<file path="config.mk">
export PLATFORM = sky130hd
export DESIGN_NAME = bp_fe_ltb_upd_sched_flat
export DESIGN_NICKNAME = d
export VERILOG_FILES = /design/src/rtl/bp_fe_ltb_upd_sched_if.sv /design/src/rtl/bp_fe_ltb_upd_sched.sv /design/src/flat_wrapper.sv
export SDC_FILE = /design/constraint.sdc
export NUM_CORES = 1
export LEC_CHECK = 0
export ABC_AREA = 1
export BUFFER_PORTS_ARGS = -buffer_cell sky130_fd_sc_hd__buf_2
export CAP_MARGIN = 20
export CORE_MARGIN = 5
export CORE_UTILIZATION = 45
export DETAILED_ROUTE_END_ITERATION = 12
export SETUP_SLACK_MARGIN = 0.1
export SLEW_MARGIN = 15
export SYNTH_ARGS = -nofsm -noshare
export SYNTH_HDL_FRONTEND = slang
export SYNTH_SLANG_ARGS = --single-unit
</file>
<file path="constraint.sdc">
create_clock -name clk_i -period 3.6 [get_ports clk_i]
set_input_delay 0.36 -clock clk_i [delete_from_list [all_inputs] [get_ports clk_i]]
set_output_delay 0.36 -clock clk_i [all_outputs]
set_load 0.01 [all_outputs]
</file>
<file path="src/rtl/bp_fe_ltb_upd_sched_if.sv">
// Update-scheduler bus: resolved-branch updates in, LTB write requests and status out.
interface bp_fe_ltb_upd_sched_if #(
    parameter int unsigned vaddr_width_p    = 39,
    parameter int unsigned drop_cnt_width_p = 8
);
    logic                        ltb_init_done_i;
    logic                        flush_i;
    logic                        upd_v_i;
    logic                        upd_mispredict_i;
    logic                        upd_taken_i;
    logic [vaddr_width_p-1:0]    upd_addr_i;
    logic                        w_v_o;
    logic                        br_mispredict_o;
    logic                        br_taken_o;
    logic [vaddr_width_p-1:0]    br_src_addr_o;
    logic                        w_yumi_i;
    logic                        r_block_o;
    logic                        full_o;
    logic [drop_cnt_width_p-1:0] drop_cnt_o;

    modport master (
        output ltb_init_done_i, flush_i, upd_v_i, upd_mispredict_i, upd_taken_i,
               upd_addr_i, w_yumi_i,
        input  w_v_o, br_mispredict_o, br_taken_o, br_src_addr_o, r_block_o,
               full_o, drop_cnt_o
    );

    modport slave (
        input  ltb_init_done_i, flush_i, upd_v_i, upd_mispredict_i, upd_taken_i,
               upd_addr_i, w_yumi_i,
        output w_v_o, br_mispredict_o, br_taken_o, br_src_addr_o, r_block_o,
               full_o, drop_cnt_o
    );
endinterface

</file>
<file path="src/rtl/bp_fe_ltb_upd_sched.sv">
// Queues resolved-branch updates and schedules their writes into the LTB,
// blocking LTB lookups when the head has been refused for too long.
module bp_fe_ltb_upd_sched #(
    parameter int unsigned vaddr_width_p    = 39,
    parameter int unsigned els_p            = 4,
    parameter int unsigned stall_limit_p    = 8,
    parameter int unsigned drop_cnt_width_p = 8
) (
    input  logic                   clk_i,
    input  logic                   reset_n_i,
    bp_fe_ltb_upd_sched_if.slave   io
);

    localparam int unsigned ptr_w   = (els_p > 1) ? $clog2(els_p) : 1;
    localparam int unsigned cnt_w   = $clog2(els_p + 1);
    localparam int unsigned stall_w = $clog2(stall_limit_p + 1);

    localparam logic [1:0] e_init   = 2'd0;
    localparam logic [1:0] e_run    = 2'd1;
    localparam logic [1:0] e_starve = 2'd2;

    typedef struct packed {
        logic                     mispredict;
        logic                     taken;
        logic [vaddr_width_p-1:0] addr;
    } entry_t;

    entry_t                      mem [els_p];
    logic [1:0]                  state_q, state_n;
    logic [cnt_w-1:0]            cnt_q, cnt_n;
    logic [ptr_w-1:0]            rptr_q, rptr_n, wptr_q, wptr_n;
    logic [stall_w-1:0]          stall_q, stall_n;
    logic [drop_cnt_width_p-1:0] drop_q, drop_n;
    logic                        w_v, deq, enq, full;
    entry_t                      head, wr_entry;

    assign wr_entry = '{mispredict: io.upd_mispredict_i,
                        taken:      io.upd_taken_i,
                        addr:       io.upd_addr_i};
    assign head     = mem[rptr_q];

    // Next-state, queue bookkeeping and status counters.
    always_comb begin
        state_n = state_q;
        cnt_n   = cnt_q;
        rptr_n  = rptr_q;
        wptr_n  = wptr_q;
        stall_n = stall_q;
        drop_n  = drop_q;

        full = (cnt_q == cnt_w'(els_p));
        w_v  = (state_q != e_init) && (cnt_q != '0);
        deq  = w_v && io.w_yumi_i;
        enq  = io.upd_v_i && (!full || deq) && !io.flush_i;

        if (deq) rptr_n = rptr_q + ptr_w'(1);
        if (enq) wptr_n = wptr_q + ptr_w'(1);

        case ({enq, deq})
            2'b10:   cnt_n = cnt_q + cnt_w'(1);
            2'b01:   cnt_n = cnt_q - cnt_w'(1);
            default: ;
        endcase

        // Flush-cycle updates are discarded silently, not counted as drops.
        if (io.upd_v_i && full && !deq && !io.flush_i && !(&drop_q))
            drop_n = drop_q + drop_cnt_width_p'(1);

        if (deq || cnt_q == '0)
            stall_n = '0;
        else if (w_v && stall_q != stall_w'(stall_limit_p))
            stall_n = stall_q + stall_w'(1);

        case (state_q)
            e_init:   if (io.ltb_init_done_i) state_n = e_run;
            e_run:    if (stall_n == stall_w'(stall_limit_p)) state_n = e_starve;
            e_starve: if (deq || cnt_n == '0) state_n = e_run;
            default:  state_n = e_init;
        endcase

        if (io.flush_i) begin
            cnt_n   = '0;
            rptr_n  = '0;
            wptr_n  = '0;
            stall_n = '0;
            state_n = (state_q == e_init && !io.ltb_init_done_i) ? e_init : e_run;
        end
    end

    always_ff @(posedge clk_i or negedge reset_n_i) begin
        if (!reset_n_i) begin
            state_q <= e_init;
            cnt_q   <= '0;
            rptr_q  <= '0;
            wptr_q  <= '0;
            stall_q <= '0;
            drop_q  <= '0;
        end else begin
            state_q <= state_n;
            cnt_q   <= cnt_n;
            rptr_q  <= rptr_n;
            wptr_q  <= wptr_n;
            stall_q <= stall_n;
            drop_q  <= drop_n;
        end
    end

    // Payload storage needs no reset: occupancy gates every read.
    always_ff @(posedge clk_i) begin
        if (enq) mem[wptr_q] <= wr_entry;
    end

    assign io.w_v_o           = w_v;
    assign io.br_mispredict_o = head.mispredict;
    assign io.br_taken_o      = head.taken;
    assign io.br_src_addr_o   = head.addr;
    assign io.r_block_o       = (state_q == e_starve);
    assign io.full_o          = full;
    assign io.drop_cnt_o      = drop_q;

endmodule

</file>
<file path="src/flat_wrapper.sv">
// flat-port wrapper written by rule: the top's interface ports become plain ports
module bp_fe_ltb_upd_sched_flat 
#(
    parameter int unsigned vaddr_width_p    = 39,
    parameter int unsigned els_p            = 4,
    parameter int unsigned stall_limit_p    = 8,
    parameter int unsigned drop_cnt_width_p = 8
)
  (clk_i, reset_n_i, io_ltb_init_done_i, io_flush_i, io_upd_v_i, io_upd_mispredict_i, io_upd_taken_i, io_upd_addr_i, io_w_yumi_i, io_w_v_o, io_br_mispredict_o, io_br_taken_o, io_br_src_addr_o, io_r_block_o, io_full_o, io_drop_cnt_o);
  bp_fe_ltb_upd_sched_if #(.vaddr_width_p(vaddr_width_p), .drop_cnt_width_p(drop_cnt_width_p)) io_i ();
  input  logic clk_i;
  input  logic reset_n_i;
  input wire logic [$bits(io_i.ltb_init_done_i)-1:0] io_ltb_init_done_i;
  input wire logic [$bits(io_i.flush_i)-1:0] io_flush_i;
  input wire logic [$bits(io_i.upd_v_i)-1:0] io_upd_v_i;
  input wire logic [$bits(io_i.upd_mispredict_i)-1:0] io_upd_mispredict_i;
  input wire logic [$bits(io_i.upd_taken_i)-1:0] io_upd_taken_i;
  input wire logic [$bits(io_i.upd_addr_i)-1:0] io_upd_addr_i;
  input wire logic [$bits(io_i.w_yumi_i)-1:0] io_w_yumi_i;
  output wire logic [$bits(io_i.w_v_o)-1:0] io_w_v_o;
  output wire logic [$bits(io_i.br_mispredict_o)-1:0] io_br_mispredict_o;
  output wire logic [$bits(io_i.br_taken_o)-1:0] io_br_taken_o;
  output wire logic [$bits(io_i.br_src_addr_o)-1:0] io_br_src_addr_o;
  output wire logic [$bits(io_i.r_block_o)-1:0] io_r_block_o;
  output wire logic [$bits(io_i.full_o)-1:0] io_full_o;
  output wire logic [$bits(io_i.drop_cnt_o)-1:0] io_drop_cnt_o;
  assign io_i.ltb_init_done_i = io_ltb_init_done_i;
  assign io_i.flush_i = io_flush_i;
  assign io_i.upd_v_i = io_upd_v_i;
  assign io_i.upd_mispredict_i = io_upd_mispredict_i;
  assign io_i.upd_taken_i = io_upd_taken_i;
  assign io_i.upd_addr_i = io_upd_addr_i;
  assign io_i.w_yumi_i = io_w_yumi_i;
  assign io_w_v_o = io_i.w_v_o;
  assign io_br_mispredict_o = io_i.br_mispredict_o;
  assign io_br_taken_o = io_i.br_taken_o;
  assign io_br_src_addr_o = io_i.br_src_addr_o;
  assign io_r_block_o = io_i.r_block_o;
  assign io_full_o = io_i.full_o;
  assign io_drop_cnt_o = io_i.drop_cnt_o;
  bp_fe_ltb_upd_sched #(.vaddr_width_p(vaddr_width_p), .els_p(els_p), .stall_limit_p(stall_limit_p), .drop_cnt_width_p(drop_cnt_width_p)) u_core (.clk_i(clk_i), .reset_n_i(reset_n_i), .io(io_i));
endmodule
</file>
==> summary.md <==
| Metric | Value |
|---|---|
| Worst Path Arrival | `2410 ps` |
| Hold Crit Class | `input port to flip-flop` |
| Leak Pwr | `3.29 nW` |
| Post-CTS sizing | `0` |
| Final hold vios | `0` |
| Placed Area | `0.00817 mm²` |
| Routed Antenna Nets | `0` |
| Register bit total from synthesis | `185` |
| Vias per cell | `5.22` |
| Setup bufs post-CTS | `0` |
| Global-route wire length before repair | `24100 µm` |
| Post-Syn Instances | `564` |
| Die Ht | `138 µm` |
| Fraction of layout cells with a size suffix above 1 | `23.9%` |
| Number of CTS-inserted buffers | `17` |
| Inst Count DP | `861` |
| Tightest Pin Transition | `1010 ps` |
| RSZ-0062 raised after global routing | `false` |
| IO Port Bufs | `98` |
| Power, Total | `5.07 mW` |
| RePlAce Congestion | `0.806` |
| Period utilization | `77.0%` |
| Net count reported at finish | `721` |
| Area grow syn2layout | `18.8%` |
| Global Route Usage Sum | `16.7%` |
| CTS tree | `done` |
| Row count | `46` |
| Final cell count without fillers | `895` |
| Warnings, synthesis | `0` |
| Worst setup EP type | `output port` |
| DRT Pass-1 Iters | `4` |
| Slew headroom | `32.5%` |
| CTS Sinks | `185` |
| FF/Latch Area | `0.00545 mm²` |
| Antenna violations before repair | `4` |
| Final instance area | `0.00875 mm²` |
| Crit start category | `flip-flop` |
| Area of the multi-input gates | `0.00171 mm²` |
| Largest net degree at the start of global routing | `84` |
| Gr ovfl total | `0` |
| Pwr per Cell Area | `579 mW/mm²` |
| Tmin final | `2770 ps` |
| Placed wire-length estimate | `9210 µm` |
| Vias in the first global route | `4663` |
| Total Routed Length | `15300 µm` |
| Final setup fails | `0` |
| Synth Area per Inst | `13.1 µm²` |
| Syn Std Cell Area | `0.00737 mm²` |
| Initial drt markers | `366` |
| Critical Setup Path Class | `flip-flop to output port` |
| H-tree depth | `4` |
| Maximum Capacitance Violations | `0` |
| Initial Util | `46.1%` |
| Clk_lat worst skew | `420 ps` |
| Fillers | `1403` |
| Die area | `0.0190 mm²` |
| Setup_tns | `0 ps` |
| Core Util, Final | `54.7%` |
| CTS Hold Buffers Added | `1` |
| Die X | `138 µm` |
| Final Max Tran Viols | `0` |
| Critical path fanouts, max | `26` |
| Top-Level Pins | `99` |
| Layout Skew | `10.3 ps` |
| Maximum VDD drop | `0.000332 V` |
| Core ar. | `0.0160 mm²` |
| Root buf cell | `clkbuf_16` |
| Avg WL per Cell | `17.1 µm` |
| Fmax | `361 MHz` |
| Required @ worst endpoint | `3240 ps` |
| Outcome | `complete, no violations` |
| Cell variety after synth | `32` |
| Clock-pin slew on the worst setup and hold paths | `70 ps` |
| DRC Markers | `0` |
| Vias | `4668` |
| Mapped Nets | `620` |
| CTS max path bufs | `2` |
| Post-synthesis sequential area ratio | `73.9%` |
path summary, 6_finish.rpt:
kind / slack (ps) / start / end / cells after the start
max in group asynchronous: 2820 / reset_n_i / u_core.rptr_q[0] / 2
min in group asynchronous: 430 / reset_n_i / u_core.state_q[1] / 2
hold / removal: 160 / io_upd_addr_i[21] / u_core.mem[1][21] / 1
setup / recovery: 830 / u_core.rptr_q[1] / io_br_mispredict_o / 4
hold reg to reg: 500 / u_core.io.drop_cnt_o[5] / u_core.io.drop_cnt_o[5] / 1
setup reg to reg: 890 / u_core.cnt_q[0] / u_core.state_q[1] / 16
cell usage in the layout, fill, tap and decap left out, types with 3 or more instances in the layout:
| master | n |
|---|---|
| a21oi_1 | 4 |
| buf_12 | 3 |
| buf_2 | 98 |
| buf_4 | 7 |
| clkbuf_16 | 17 |
| clkinv_2 | 3 |
| clkinv_4 | 3 |
| dfrtp_1 | 20 |
| edfxtp_1 | 164 |
| ha_1 | 8 |
| inv_1 | 30 |
| inv_2 | 4 |
| inv_6 | 3 |
| nand2_1 | 30 |
| nand2_2 | 4 |
| nand3_1 | 10 |
| nand4_1 | 5 |
| nor2_1 | 97 |
| nor2_4 | 5 |
| o21ai_0 | 88 |
| o22ai_1 | 42 |
| xnor2_1 | 5 |
| xor2_1 | 3 |
through the flow:
step / hold WS [ps] / setup WS (ps)
finish: 157 / 827
global route: 126 / 573
CTS: 134 / 762
detailed placement: 352 / 879
global placement: 341 / 988
floorplan: 64.4 / 376
kinds of logic (layout without fill, tap and decap cells):
kind of cell | after synthesis | after routing | synth area share [%]
compound gates | 136 | 136 | 9.95
xor+xnor | 8 | 8 | 0.951
fa+ha+maj | 9 | 9 | 1.63
buf+inv | 62 | 176 | 3.29
flops | 185 | 185 | 73.9
other cells | 0 | 1 | 0
simple gates | 164 | 164 | 10.2
where the power goes:
group,switching [mW],internal [mW],total [mW]
sequential,0.0518,2.43,2.48
clock,0.777,1.02,1.80
combinational,0.520,0.265,0.785
layout make-up:
type                    count  area share [%]
diodes                      1          0.0286
clock buffers              17            4.86
clock inverters            15            1.72
inverters                  35            1.53
multi-input cells         317            19.5
flip-flops and latches    185            62.3
well taps                 216            3.09
repair buffers            109            7.00
metal layers:
metal | vias up | global-route usage, % | wire length (µm)
met2 | 114 | 27.3 | 7560
met5 | - | 0 | 34
met1 | 2293 | 21.3 | 6510
li1 | 2243 | - | -
met4 | 6 | 4.56 | 102
met3 | 12 | 5.77 | 1070
flip-flops by register name, indices dropped and copies added, names as in the netlist:
register,cells
u_core.wptr_q,2
u_core.mem,164
u_core.io.drop_cnt_o,8
u_core.cnt_q,3
u_core.rptr_q,2
u_core.stall_q,4
u_core.state_q,2
critical path: stages, from the launching register on:
cell	delay, ps
dfrtp_1	1010
buf_4	370
o21ai_0	130
o22ai_1	290
buf_2	190
cells in the mapped netlist:
| library cell | n | area, µm² |
|---|---|---|
| inv_4 | 1 | 6.26 |
| nand2_4 | 1 | 11.3 |
| clkbuf_1 | 21 | 78.8 |
| nand4_1 | 5 | 31.3 |
| o22ai_1 | 42 | 263 |
| ha_1 | 8 | 100 |
| nand3_1 | 10 | 50.1 |
| o21ai_1 | 2 | 10.0 |
| a21oi_1 | 4 | 20.0 |
| nor3_4 | 1 | 16.3 |
| nand2_1 | 30 | 113 |
| dfrtp_1 | 21 | 526 |
| and3_1 | 1 | 6.26 |
| nand2_2 | 4 | 25.0 |
| nor3_2 | 1 | 10.0 |
| o21ai_0 | 88 | 440 |
| xor2_1 | 3 | 26.3 |
| edfxtp_1 | 164 | 4920 |
| nand3_4 | 1 | 17.5 |
| nand3b_1 | 1 | 7.51 |
| fa_1 | 1 | 20.0 |
| buf_2 | 6 | 30.0 |
| nor2_2 | 1 | 6.26 |
| inv_1 | 31 | 116 |
| nor2_1 | 101 | 379 |
| nor3_1 | 2 | 10.0 |
| nor2_4 | 1 | 11.3 |
| nand3_2 | 2 | 20.0 |
| xnor2_1 | 5 | 43.8 |
| nand2_8 | 1 | 20.0 |
| nor2_8 | 1 | 20.0 |
| inv_2 | 3 | 11.3 |
No activity file was read; power rests on OpenSTA's default activity.
